File: src/rtl/dispatch3.sv
`default_nettype none
// ============================================================================
// Module   : dispatch3
// Function : Round-robin stream dispatcher in front of the three-way demux.
//            A 2-entry FIFO buffers the input stream. Each head word is bound
//            to one ready lane (0..2), and the word, lane and one-hot valid
//            are held until that lane accepts.
//            Optional macro DISPATCH3_COUNT_EN adds per-lane saturating
//            16-bit accept counters (cnt0..cnt2).
// Revision : 1.0 - initial release
// ============================================================================
module dispatch3 #(
    parameter int width = 8
) (
    input  logic             clk,
    input  logic             rst_n,
    input  logic             in_valid,
    input  logic [width-1:0] in_data,
    output logic             in_ready,
    input  logic [2:0]       out_ready,
    output logic [1:0]       select,
    output logic [width-1:0] f,
    output logic [2:0]       out_valid
`ifdef DISPATCH3_COUNT_EN
    ,
    output logic [15:0]      cnt0,
    output logic [15:0]      cnt1,
    output logic [15:0]      cnt2
`endif
);

    localparam logic [1:0] c_fifo_depth = 2'd2;

    // FIFO storage and pointers
    logic [width-1:0] r_mem [2];
    logic             r_wptr;
    logic             r_rptr;
    logic [1:0]       r_count;

    // Output holding register
    logic             r_hold;
    logic [1:0]       r_select;
    logic [width-1:0] r_f;
    logic [1:0]       r_rr;

    logic             w_push;
    logic             w_accept;
    logic             w_load;
    logic [1:0]       w_lane;

    // in_ready depends only on registered occupancy, never on out_ready
    assign in_ready = (r_count != c_fifo_depth);
    assign w_push   = in_valid && in_ready;
    assign w_accept = r_hold && out_ready[r_select];
    assign w_load   = (r_count != 2'd0) && (!r_hold || w_accept) && (|out_ready);

    // Lane search order after the last grant: rr+1, rr+2, then rr itself
    always_comb begin
        w_lane = r_rr;
        case (r_rr)
            2'd0: begin
                if (out_ready[1])      w_lane = 2'd1;
                else if (out_ready[2]) w_lane = 2'd2;
                else                   w_lane = 2'd0;
            end
            2'd1: begin
                if (out_ready[2])      w_lane = 2'd2;
                else if (out_ready[0]) w_lane = 2'd0;
                else                   w_lane = 2'd1;
            end
            default: begin
                if (out_ready[0])      w_lane = 2'd0;
                else if (out_ready[1]) w_lane = 2'd1;
                else                   w_lane = 2'd2;
            end
        endcase
    end

    // FIFO data storage; contents are don't-care while the entry is empty
    always_ff @(posedge clk) begin
        if (w_push) begin
            r_mem[r_wptr] <= in_data;
        end
    end

    // FIFO pointers and occupancy; a pop is exactly a load of the output register
    always_ff @(posedge clk or negedge rst_n) begin
        if (!rst_n) begin
            r_wptr  <= 1'b0;
            r_rptr  <= 1'b0;
            r_count <= 2'd0;
        end else begin
            if (w_push) r_wptr <= ~r_wptr;
            if (w_load) r_rptr <= ~r_rptr;
            case ({w_push, w_load})
                2'b10:   r_count <= r_count + 2'd1;
                2'b01:   r_count <= r_count - 2'd1;
                default: r_count <= r_count;
            endcase
        end
    end

    // Output register: reload on load, otherwise drop hold on accept
    always_ff @(posedge clk or negedge rst_n) begin
        if (!rst_n) begin
            r_hold   <= 1'b0;
            r_select <= 2'd0;
            r_f      <= '0;
            r_rr     <= 2'd2;
        end else if (w_load) begin
            r_hold   <= 1'b1;
            r_select <= w_lane;
            r_f      <= r_mem[r_rptr];
            r_rr     <= w_lane;
        end else if (w_accept) begin
            r_hold   <= 1'b0;
        end
    end

    assign select    = r_select;
    assign f         = r_f;
    assign out_valid = r_hold ? (3'b001 << r_select) : 3'b000;

`ifdef DISPATCH3_COUNT_EN
    logic [15:0] r_cnt [3];

    // Per-lane accept counters, saturating at all-ones
    always_ff @(posedge clk or negedge rst_n) begin
        if (!rst_n) begin
            for (int i = 0; i < 3; i++) r_cnt[i] <= 16'd0;
        end else if (w_accept) begin
            for (int i = 0; i < 3; i++) begin
                if ((r_select == 2'(i)) && (r_cnt[i] != 16'hFFFF)) begin
                    r_cnt[i] <= r_cnt[i] + 16'd1;
                end
            end
        end
    end

    assign cnt0 = r_cnt[0];
    assign cnt1 = r_cnt[1];
    assign cnt2 = r_cnt[2];
`endif

endmodule
`default_nettype wire

File: config.mk
export PLATFORM = sky130hd
export DESIGN_NAME = dispatch3
export DESIGN_NICKNAME = d
export VERILOG_FILES = /design/src/rtl/dispatch3.sv
export SDC_FILE = /design/constraint.sdc
export NUM_CORES = 1
export LEC_CHECK = 0
export ABC_AREA = 0
export CAP_MARGIN = 20
export CORE_ASPECT_RATIO = 0.75
export CORE_UTILIZATION = 35
export CTS_BUF_LIST = sky130_fd_sc_hd__clkbuf_4
export DETAILED_ROUTE_END_ITERATION = 12
export GPL_TIMING_DRIVEN = 0
export PLACE_DENSITY = 0.63
export SYNTH_ARGS = -nofsm -noshare
export SYNTH_HDL_FRONTEND = slang
export SYNTH_SLANG_ARGS = --single-unit
File: constraint.sdc
create_clock -name clk -period 1.6 [get_ports clk]
set_input_delay 0.24 -clock clk [delete_from_list [all_inputs] [get_ports clk]]
set_output_delay 0.24 -clock clk [all_outputs]
set_load 0.02 [all_outputs]
==> impl_metrics.json, run 1 <==
{
  "run_status": "finished, final reports clean",
  "initial_cell_density_of_the_core_pct": 36.9,
  "path_clk_slew_ps": 100,
  "fmaxAchievable_ghz": 0.642,
  "drtIter0Drc": 43,
  "rrSetupSlack_ps": 40,
  "synth_area_um2": 1360,
  "timing_max_transition_violations_final": 0,
  "track_usage_pct": 13.7,
  "cts_made_buffers": 5,
  "yosys.cell_types.count": 28,
  "critical_path_class": "reg -> reg",
  "htreeDepth": 2,
  "period_share_pct": 97.3,
  "route.detailed.vias_per_inst": 4.74,
  "grt_pass1_wl_um": 4110,
  "area_growth_pct": 33.7,
  "gp_routability_congestion": 0.767,
  "timing.critical_path.required_ps": 1830,
  "remaining_drc_errors": 0,
  "worst_ep_arrival_time_ps": 1780,
  "cts.sinks": 32,
  "nets": 150,
  "max_cap_violations": 0,
  "hold_removal_path_class": "in -> async",
  "cts_hold_repair.buffers": 0,
  "final_common_cell": "sky130_fd_sc_hd__edfxtp_1",
  "power.leakage_nw": 0.733,
  "postLayoutCellArea_um2": 1820,
  "first_global_vias": 926,
  "vdd.ir_drop.worst_mv": 0.738,
  "wl_per_cell_um": 13.5,
  "critPathLaunchType": "flip-flop",
  "utilization_pct": 49.3,
  "hold_violations": 0,
  "initial_antenna_violation_count": 0,
  "netlist_instances": 95,
  "fin_worst_skew_ps": 10.2,
  "drt_first_pass_iters": 4,
  "synth_seq_area_share_pct": 64.9,
  "wl_um": 2540,
  "cts-root-buf": "sky130_fd_sc_hd__clkbuf_4",
  "io-pin-count": 28,
  "powerDensity_nw_per_um2": 2140,
  "hpwl_um": 1680,
  "worst-slew-pin-transition_ps": 713,
  "rsz_0062_raised_after_global_routing": "true",
  "synth_area_per_cell_um2": 14.3,
  "critical_path.endpoint_type": "flip-flop",
  "timing.rr.end": "r_count[1]$_DFFE_PN0P_",
  "r2r-start": "select[1]$_DFFE_PN0P_",
  "cts_tree": "yes",
  "post_dp_cell_area_um2": 1710,
  "via_count": 892,
  "post_route_cells_drive_above_1_share_pct": 30.1,
  "globalRouteOverflowTotal": 0,
  "worst-path-max-fanout": 5,
  "ys_ff_latch": 32,
  "floorplan.rows": 19,
  "dieWidth_um": 73.9,
  "chipHeight_um": 56.0,
  "worstSkewPairLatency_ps": 330,
  "fp.dieArea_um2": 4140,
  "core_region_area_um2": 3680,
  "commonest_non_fill_non_tap_cells_in_the_layout": "sky130_fd_sc_hd__edfxtp_1, sky130_fd_sc_hd__clkdlybuf4s50_1, sky130_fd_sc_hd__dfrtp_1",
  "ant_nets": 0,
  "timing.final.setup_violations": 0,
  "finalWorstPathRequiredPeriod_ps": 1560,
  "synth-warning-count": 0,
  "max-slew-margin-rel_pct": 52.3,
  "total_nets_after_synthesis": 110,
  "worst_r2r_path_depth": 7,
  "largest_net_degree_at_the_start_of_global_routing": 17,
  "cts_max_path_buffers": 2,
  "nFillCells": 343,
  "buffer_ports.inserted": 27,
  "antenna_cells": 0
}
[routing by layer]
metal | track usage (%) | wire length (µm) | vias up
li1 | - | - | 431
met1 | 15.6 | 1050 | 426
met2 | 22.5 | 1290 | 28
met3 | 5.25 | 161 | 7
met4 | 6.04 | 44 | 0
met5 | 0 | 0 | -
[cell type report]
type | instances | area (µm²) | area share (%)
tap | 52 | 65.1 | 3.58
timing repair buffer | 34 | 312 | 17.1
buffer | 5 | 31.3 | 1.72
clock inverter | 3 | 13.8 | 0.758
sequential | 32 | 885 | 48.7
clock buffer | 5 | 37.5 | 2.07
multi-input combinational | 57 | 473 | 26.0
[metrics by stage]
step | setup slack, ps | hold WS, ps | instances | total power (W) | TNS, ps
final | 42.9 | 322 | 188 | 0.00388 | 0
after global routing | -51.6 | 349 | 188 | 0.00417 | -51.6
after CTS | 7.66 | 346 | 186 | 0.00381 | 0
after detailed placement | -524 | 485 | 174 | 0.00335 | -4600
after global placement | -475 | 477 | 174 | 0.00329 | -3710
after floorplan | -74.8 | -55.6 | 95 | 0.00272 | -192
[logic make-up after synthesis]
| kind of cell | count (synthesis) | synth area share, % |
|---|---|---|
| flip-flops | 32 | 64.9 |
| AO/OA/AOI/OAI | 27 | 14.4 |
| buffers and inverters | 6 | 3.13 |
| adder cells (fa/ha/maj) | 1 | 0.921 |
| multiplexers | 10 | 7.37 |
| AND/OR/NAND/NOR | 14 | 6.08 |
| XOR/XNOR | 5 | 3.22 |
[flip-flops by register name (all words and copies together), names as in the netlist]
signal / cells
r_rr: 1
r_count: 2
r_wptr: 1
select: 2
r_rptr: 1
r_hold: 1
f: 8
r_mem: 16
[cell usage after synthesis]
cell type                   n  area, µm²
sky130_fd_sc_hd__a21oi_1   11       55.1
sky130_fd_sc_hd__a21oi_2    9       78.8
sky130_fd_sc_hd__and2_4     1       8.76
sky130_fd_sc_hd__and3_1     1       6.26
sky130_fd_sc_hd__and3b_1    1       8.76
sky130_fd_sc_hd__buf_1      1       3.75
sky130_fd_sc_hd__buf_2      1       5.00
sky130_fd_sc_hd__buf_4      2       15.0
sky130_fd_sc_hd__buf_8      1       15.0
sky130_fd_sc_hd__clkbuf_1   1       3.75
sky130_fd_sc_hd__dfrtp_1   15        375
sky130_fd_sc_hd__dfstp_2    1       26.3
sky130_fd_sc_hd__edfxtp_1  16        480
sky130_fd_sc_hd__ha_1       1       12.5
sky130_fd_sc_hd__mux2i_1   10        100
sky130_fd_sc_hd__nand2_1    3       11.3
sky130_fd_sc_hd__nand2b_1   2       12.5
sky130_fd_sc_hd__nand3b_1   1       7.51
sky130_fd_sc_hd__nor2_1     3       11.3
sky130_fd_sc_hd__nor3b_1    1       7.51
sky130_fd_sc_hd__nor4b_1    1       8.76
sky130_fd_sc_hd__o211ai_1   1       7.51
sky130_fd_sc_hd__o211ai_2   1       12.5
sky130_fd_sc_hd__o21a_1     3       22.5
sky130_fd_sc_hd__o32a_1     1       10.0
sky130_fd_sc_hd__o32ai_1    1       8.76
sky130_fd_sc_hd__xnor2_1    3       26.3
sky130_fd_sc_hd__xor2_1     2       17.5
[power breakdown]
group / total (W) / internal, W / switching, W
clock network: 0.000435 / 0.000161 / 0.000274
logic: 0.00205 / 0.00100 / 0.00104
registers: 0.00140 / 0.00121 / 0.000192
[repair_timing]
item | in CTS | in global routing
buffers inserted | 5 | 2
gates cloned | 0 | 0
gates resized for setup | 18 | 13
pin swaps | 4 | 3
setup endpoints to repair | 16 | 16
[worst max-delay path by stage]
stage | start | to | depth (start not counted)
detailed placement | out_ready[0] | r_count[1]$_DFFE_PN0P_ | 9
floorplan | select[1]$_DFFE_PN0P_ | r_count[1]$_DFFE_PN0P_ | 8
finish | select[1]$_DFFE_PN0P_ | r_count[1]$_DFFE_PN0P_ | 7
global placement | out_ready[1] | r_count[1]$_DFFE_PN0P_ | 8
global route | select[1]$_DFFE_PN0P_ | r_count[1]$_DFFE_PN0P_ | 7
CTS | select[0]$_DFFE_PN0P_ | out_valid[2] | 3
[worst max-delay path: stages (launching register included)]
cell and delay [ps]:
sky130_fd_sc_hd__dfrtp_2 450, sky130_fd_sc_hd__mux2i_2 160, sky130_fd_sc_hd__o211ai_2 190, sky130_fd_sc_hd__and2_4 200
sky130_fd_sc_hd__ha_4 130, sky130_fd_sc_hd__xnor2_2 110, sky130_fd_sc_hd__nor2_2 60, sky130_fd_sc_hd__xor2_1 150
Power figures use the tool's default switching activity.
==> run 2: changes to the inputs <==
- CTS_BUF_LIST: sky130_fd_sc_hd__clkbuf_4 -> unset
- CTS_CLUSTER_SIZE: unset -> 28
- SLEW_MARGIN: unset -> 20
==> impl_metrics.json, run 2 (synthesis results as in run 1) <==
{
  "run_status": "finished, final reports clean",
  "track_usage_pct": 14.1,
  "fin_worst_skew_ps": 7.49,
  "max-slew-margin-rel_pct": 52.3,
  "cts-root-buf": "sky130_fd_sc_hd__clkbuf_8",
  "powerDensity_nw_per_um2": 2190,
  "wl_um": 2470,
  "fp.dieArea_um2": 4140,
  "hold_removal_path_class": "in -> async",
  "period_share_pct": 99.2,
  "worst-slew-pin-transition_ps": 713,
  "rsz_0062_raised_after_global_routing": "true",
  "worst-path-max-fanout": 4,
  "cts.sinks": 32,
  "remaining_drc_errors": 0,
  "largest_net_degree_at_the_start_of_global_routing": 17,
  "nets": 149,
  "slowest_cell_on_the_critical_path": "sky130_fd_sc_hd__dfrtp_2",
  "final_common_cell": "sky130_fd_sc_hd__clkdlybuf4s50_1",
  "fmaxAchievable_ghz": 0.630,
  "drt_first_pass_iters": 5,
  "finalWorstPathRequiredPeriod_ps": 1590,
  "initial_cell_density_of_the_core_pct": 36.9,
  "wl_per_cell_um": 13.2,
  "max_cap_violations": 0,
  "floorplan.rows": 19,
  "initial_antenna_violation_count": 0,
  "worst_ep_arrival_time_ps": 1750,
  "path_clk_slew_ps": 70,
  "io-pin-count": 28,
  "htreeDepth": 2,
  "timing.critical_path.buf_inv": 0,
  "commonest_non_fill_non_tap_cells_in_the_layout": "sky130_fd_sc_hd__clkdlybuf4s50_1, sky130_fd_sc_hd__edfxtp_1, sky130_fd_sc_hd__dfrtp_1",
  "setup_tns_ps": 0,
  "post_dp_cell_area_um2": 1710,
  "timing_max_transition_violations_final": 0,
  "dp.cells": 174,
  "grt_pass1_wl_um": 4170,
  "hold_violations": 0,
  "first_global_vias": 923,
  "chipHeight_um": 56.0,
  "ant_nets": 0,
  "postLayoutCellArea_um2": 1850,
  "antenna_cells": 0,
  "dieWidth_um": 73.9,
  "power.leakage_nw": 0.714,
  "cts_max_path_buffers": 2,
  "area_growth_pct": 36.2,
  "route.detailed.vias_per_inst": 4.68,
  "timing.final.setup_violations": 0,
  "drtIter0Drc": 38,
  "cts_hold_repair.buffers": 0,
  "hpwl_um": 1680,
  "final_cells": 187,
  "worstSkewPairLatency_ps": 280,
  "post_route_cells_drive_above_1_share_pct": 28.1,
  "largest_register_ff_count": 16,
  "core_region_area_um2": 3680,
  "cts_made_buffers": 5,
  "critical_path.top_delay_family": "flip-flops",
  "via_count": 876,
  "critPathLaunchType": "flip-flop",
  "timing.critical_path.required_ps": 1770,
  "crit_path_cell_trace": "mux2i_4 > o211ai_4 > and2_4 > ha_4 > xnor2_2 > nor2_2 > xor2_1",
  "cp_slowest_stage_delay_ps": 440,
  "gp_routability_congestion": 0.767,
  "buffer_ports.inserted": 27,
  "vdd.ir_drop.worst_mv": 0.803,
  "globalRouteOverflowTotal": 0,
  "cts_tree": "yes",
  "rrSetupSlack_ps": 10,
  "critical_path.endpoint_type": "flip-flop",
  "critical_path_class": "reg -> reg",
  "max_flop_register": "r_mem"
}
-- run 2: changes by cell type in the layout (fill, tap and decap cells not counted), sizes merged --
cell           delta
dlymetal6s2s      -4
clkdlybuf4s50     +3
buf               -1
clkdlybuf4s15     +1
-- run 2: worst register-to-register path, delay by kind of cell (launching register included) --
kind,cells,cell delay [ps]
AOI/OAI and AO/OA,1,210
xor gates and xnor gates,2,260
and+or+nand+nor,2,240
muxes,1,200
adders and majority gates,1,130
DFF,1,440
-- run 2: worst paths after layout --
check	to	depth (start not counted)	from
max	r_count[1]$_DFFE_PN0P_	7	select[1]$_DFFE_PN0P_
min	r_hold$_DFFE_PN0P_	1	rst_n
max reg2reg	r_count[1]$_DFFE_PN0P_	7	select[1]$_DFFE_PN0P_
min reg2reg	f[5]$_DFFE_PN0P_	2	f[5]$_DFFE_PN0P_
max in group asynchronous	select[1]$_DFFE_PN0P_	1	rst_n
min in group clk	r_hold$_DFFE_PN0P_	3	out_ready[1]
-- run 2: stage by stage --
stage               worst slack (ps)  hold slack, ps  total power, W  utilization, %
global route                   -51.3             448         0.00435            50.2
global placement                -475             477         0.00329            46.3
finish                          13.6             384         0.00406            50.2
floorplan                      -74.8           -55.6         0.00272               -
detailed placement              -524             485         0.00335            46.3
CTS                             10.1             404         0.00405            49.9
-- run 2: routing by layer --
layer,track usage [%],share of wire (%),up-vias
li1,-,-,427
met1,15.8,42,422
met2,22.7,52,25
met3,7.43,5.5,2
met4,4.95,0.16,0
met5,0,0,-
-- run 2: layout make-up --
class                   instances  area, µm²
plain buffers                   5       37.5
clock buffers                   5       68.8
clock inverters                 3       13.8
fillers                       337       1830
multi-input cells              57        485
flip-flops and latches         32        883
well taps                      52       65.1
repair buffers                 33        297
-- run 2: timing repair --
item / 4_1_cts / 5_1_grt
endpoints found under the setup margin: 14 / 13
cloned: 0 / 0
setup buffers: 6 / 0
pin swaps: 4 / 0
gates resized for setup: 20 / 7
hold endpoints to repair: 0 / 0
-- run 2: power breakdown --
part	switching (W)	total [W]	internal [W]
clock	0.000280	0.000575	0.000294
combinational	0.00105	0.00208	0.00103
sequential	0.000200	0.00141	0.00121
total	0.00153	0.00406	0.00253
